===== src/rtl/reg_file.sv =====
// Architectural register file with rename tags.
// Operand lookup forwards from the RoB and from the same-cycle commit.
module reg_file #(
   parameter int DATA_W = 32,
   parameter int REG_W  = 5,
   parameter int ROB_W  = 4
) (
   input  logic              clk,
   input  logic              rst,
   input  logic              rdy,
   input  logic              rollback,
   input  logic              issue,
   input  logic [REG_W-1:0]  issue_rd,
   input  logic [ROB_W-1:0]  issue_rob_pos,
   input  logic              commit_reg,
   input  logic [REG_W-1:0]  commit_reg_rd,
   input  logic [DATA_W-1:0] commit_reg_val,
   input  logic [ROB_W-1:0]  commit_rob_pos,
   input  logic [REG_W-1:0]  rs1,
   input  logic [REG_W-1:0]  rs2,
   output logic [ROB_W-1:0]  rob_rs1_pos,
   input  logic              rob_rs1_rdy,
   input  logic [DATA_W-1:0] rob_rs1_val,
   output logic [ROB_W-1:0]  rob_rs2_pos,
   input  logic              rob_rs2_rdy,
   input  logic [DATA_W-1:0] rob_rs2_val,
   output logic              rs1_has_val,
   output logic [DATA_W-1:0] rs1_val,
   output logic [ROB_W-1:0]  rs1_dep,
   output logic              rs2_has_val,
   output logic [DATA_W-1:0] rs2_val,
   output logic [ROB_W-1:0]  rs2_dep
);

   localparam int NREG = 1 << REG_W;

   typedef struct packed {
      logic              has;
      logic [DATA_W-1:0] val;
      logic [ROB_W-1:0]  dep;
   } opnd_t;

   logic [DATA_W-1:0] val_q  [NREG];
   logic [ROB_W-1:0]  tag_q  [NREG];
   logic [NREG-1:0]   busy_q;

   opnd_t op1;
   opnd_t op2;

   function automatic opnd_t lookup(
      input logic [REG_W-1:0]  rs,
      input logic              rob_rdy,
      input logic [DATA_W-1:0] rob_val
   );
      opnd_t o;
      o = '0;
      if (rs == '0 || !busy_q[rs]) begin
         o.has = 1'b1;
         o.val = val_q[rs];
      end else if (commit_reg && commit_reg_rd == rs &&
                   commit_rob_pos == tag_q[rs]) begin
         o.has = 1'b1;
         o.val = commit_reg_val;
      end else if (rob_rdy) begin
         o.has = 1'b1;
         o.val = rob_val;
      end else begin
         o.dep = tag_q[rs];
      end
      return o;
   endfunction

   // Resolve both source operands: own value, commit bypass, RoB, or wait.
   always_comb begin
      rob_rs1_pos = tag_q[rs1];
      rob_rs2_pos = tag_q[rs2];
      op1 = lookup(rs1, rob_rs1_rdy, rob_rs1_val);
      op2 = lookup(rs2, rob_rs2_rdy, rob_rs2_val);
      rs1_has_val = op1.has;
      rs1_val     = op1.val;
      rs1_dep     = op1.dep;
      rs2_has_val = op2.has;
      rs2_val     = op2.val;
      rs2_dep     = op2.dep;
   end

   // Commit writes value; rollback clears busy; issue (last) wins on busy/tag.
   always_ff @(posedge clk) begin
      if (rst) begin
         busy_q <= '0;
         for (int i = 0; i < NREG; i++) begin
            val_q[i] <= '0;
            tag_q[i] <= '0;
         end
      end else if (rdy) begin
         if (commit_reg && commit_reg_rd != '0) begin
            val_q[commit_reg_rd] <= commit_reg_val;
            if (busy_q[commit_reg_rd] &&
                tag_q[commit_reg_rd] == commit_rob_pos)
               busy_q[commit_reg_rd] <= 1'b0;
         end
         if (rollback)
            busy_q <= '0;
         if (issue && issue_rd != '0 && !rollback) begin
            busy_q[issue_rd] <= 1'b1;
            tag_q[issue_rd]  <= issue_rob_pos;
         end
      end
   end

endmodule


===== config.mk =====
export PLATFORM = sky130hd
export DESIGN_NAME = reg_file
export DESIGN_NICKNAME = d
export VERILOG_FILES = /design/src/rtl/reg_file.sv
export SDC_FILE = /design/constraint.sdc
export NUM_CORES = 2
export LEC_CHECK = 0
export CAP_MARGIN = 10
export CORE_ASPECT_RATIO = 1.75
export CORE_MARGIN = 10
export CORE_UTILIZATION = 45
export CTS_BUF_LIST = sky130_fd_sc_hd__clkbuf_8
export DETAILED_ROUTE_END_ITERATION = 10
export DONT_BUFFER_PORTS = 1
export PLACE_DENSITY_LB_ADDON = 0.2
export SKIP_LAST_GASP = 1
export SLEW_MARGIN = 20
export SYNTH_ARGS = -nofsm -noshare
export SYNTH_HDL_FRONTEND = slang
export SYNTH_SLANG_ARGS = --single-unit

===== constraint.sdc =====
create_clock -name clk -period 5 [get_ports clk]
set_clock_uncertainty 0.1 [all_clocks]
set_input_delay 0.5 -clock clk [delete_from_list [all_inputs] [get_ports clk]]
set_output_delay 0.5 -clock clk [all_outputs]
set_load 0.01 [all_outputs]

==> out/results.ini <==
[detailed_routing]
wl_met1_um = 82160
routed-wl-met3_um = 20180
wirelength_um = 244600
ant_nets = 0
drtIter0Drc = 4899
via_per_inst = 6.695
firstDrtPassIters = 6
dr.max_layer_used = met5
wl_per_cell_um = 37.52
drc = 0
vias = 43650
dr_wl_met2_um = 123700

[min_path]
min_from = commit_reg_rd[1]
hp-class = input pin to flip-flop

[placed_design]
dp.cells = 6130
dpl.hpwl_um = 140800
gp_congestion = 0.9280
post_dp_cell_area_sq_um = 68910
portBuffers = 0

[worst_setup_path]
cp_num_buf_inv = 1
endpoint_kind = primary output
cp_slowest_cell = or3_2
path_max_fanout = 20
cp.arrival_ps = 4320
path_class = flip-flop to primary output
cp.required_ps = 4400
cp_top_family = simple AND/OR/NAND/NOR gates
critPathLaunchType = flip-flop
path_cells = mux4_2 > o211ai_1 > nand4_1 > xor2_4 > or3_2 > buf_12 > a211o_1
crit_start = tag_q[6][1]
cp_slowest_stage_delay_ps = 760
rr_startpoint = tag_q[10][0]

[sta]
rsz0062_at_grt = false
period_minus_slack_ps = 4923
hold_slack_ps = 87.79
max_slew_margin_pct = 9.308
slew_violations = 0
post-route-period-util_pct = 98.46
fmax_ghz = 0.2031
setup_violations = 0
fin_setup_tns_ps = 0
tightest_slew_ps = 1360
hold_violations = 0

[global_routing]
gr-total-overflow = 0
grt_pass1_vias = 45830
grt_max_degree = 316
antenna_found_initial = 23
grt_pass1_wl_um = 340700
grt_usage_pct = 29.16

[pwr]
p_per_area_nw_per_um2 = 302.6
p_leak_nw = 25.14
ir_worst_vdd_mv = 0.1774

[clock_tree]
clkTransAtPathRegs_ps = 70
cts_htree_levels = 4
clock-sinks = 1184
cts_buffer_depth = 3
cts_setup_buffers = 0
cts_tree = done
clockRootBuffer = clkbuf_8
cts_made_buffers = 180
clk_latency_ps = 920

[floorplanning]
fp.dieArea_sq_um = 165500
core_sq_um = 148300
initial_core_util_pct = 45.21
rows = 187
ios = 214
dieWidth_um = 311.8
die_y_um = 530.7

[yosys]
synth_cell_type_count = 67
synth_common_cells = 1152 x edfxtp_1, 1002 x and2_1, 722 x mux4_2
synthTopCellsByArea = edfxtp_1 52%, mux4_2 24%, and2_1 9.3%
synthesis.instances = 4515
synthArstFlopShare_pct = 0
synth_top_area_cell = edfxtp_1
syn-cell-area_sq_um = 67070
avgSynthCellArea_sq_um = 14.85
synth_top_area_share_pct = 51.58
ys_warn_count = 0
synthFlopType = edfxtp_1
synth_edf_count = 1152
synth.yosys.seq_area_share_pct = 52.54
synth_seq_cells = 1184
synth_most_common_cell = edfxtp_1

[status]
status = finished clean

[job]
cap_violations = 0

[finish]
stdcell_count = 6519
final_area_sq_um = 72770
syn_to_final_growth_pct = 8.505
drive_gt1_share_pct = 25.34
final_core_util_pct = 49.06
fin_nets = 4524

-- power by group --
part | total, mW | switching [mW] | internal [mW]
Sequential | 11.7 | 0.280 | 11.4
Combinational | 2.83 | 1.49 | 1.35
Clock | 7.52 | 3.97 | 3.54
-- area by class of cell --
class | count | area [sq um]
Fill cell | 12720 | 75570
Antenna cell | 9 | 22.52
Inverter | 13 | 53.80
Sequential cell | 1184 | 35230
Clock inverter | 133 | 648.1
Clock buffer | 183 | 2519
Multi-Input combinational cell | 2832 | 30070
Timing Repair Buffer | 181 | 1742
Tap cell | 1984 | 2482
-- kinds of logic (layout without fill, tap and decap cells) --
group | count (synthesis) | count (layout) | synth area share (%)
AO/OA/AOI/OAI | 352 | 352 | 3.802
XOR/XNOR | 13 | 13 | 0.1698
AND/OR/NAND/NOR | 1590 | 1590 | 14.13
multiplexers | 841 | 841 | 26.03
other | 1 | 45 | 0.005592
flip-flops | 1184 | 1184 | 52.54
buffers and inverters | 534 | 510 | 3.328
-- layer usage --
layer / vias up / track usage (%)
met2: 2586 / 50.66
met5: - / 0
met3: 825 / 5.897
met1: 22800 / 32.48
met4: 4 / 18.88
li1: 17430 / -
-- placed cells by master (no fill, tap or decap), drive strengths merged, types with 34 or more instances in the layout --
master / netlist / layout
nor4: 43 / 43
nand2: 128 / 128
nor2: 83 / 83
clkbuf: 383 / 183
nand3: 44 / 44
o22ai: 34 / 34
buf: 138 / 123
a21oi: 86 / 86
dlygate4sd3: 0 / 58
inv: 12 / 77
mux2i: 114 / 114
conb: 1 / 36
and2: 1002 / 1002
edfxtp: 1152 / 1152
clkinv: 1 / 63
and3: 169 / 169
mux4: 722 / 722
-- tightest hold or removal path, delay by kind of cell --
family          cells  cell delay, ps
compound gates      3             290
simple gates        2             240
-- per-stage QoR --
step,total power [mW],setup slack (ps)
4_1_cts,22.08,37.77
6_report,22.02,77.03
3_3_place_gp,14.41,727.6
3_5_place_dp,14.47,756.8
2_1_floorplan,13.87,1269
5_1_grt,22.62,27.67
-- final timing paths --
check | slack (ps) | endpoint | cells after the start
worst min-delay path | 90 | busy_q[28] | 5
worst max register to register | 1260 | busy_q[4] | 9
worst max-delay path | 80 | rs2_val[18] | 7
worst min register to register | 410 | busy_q[0] | 1
-- what timing repair did --
action                                   CTS  global route
endpoints found under the setup margin     0            20
hold buffers                              64             0
resized for setup                          0             3
hold endpoints to repair                1308             0
-- flip-flops by register name (all words and copies together) (netlist names) --
register,cells
val_q,1024
busy_q,32
tag_q,128
No activity file was read; power rests on OpenSTA's default activity.
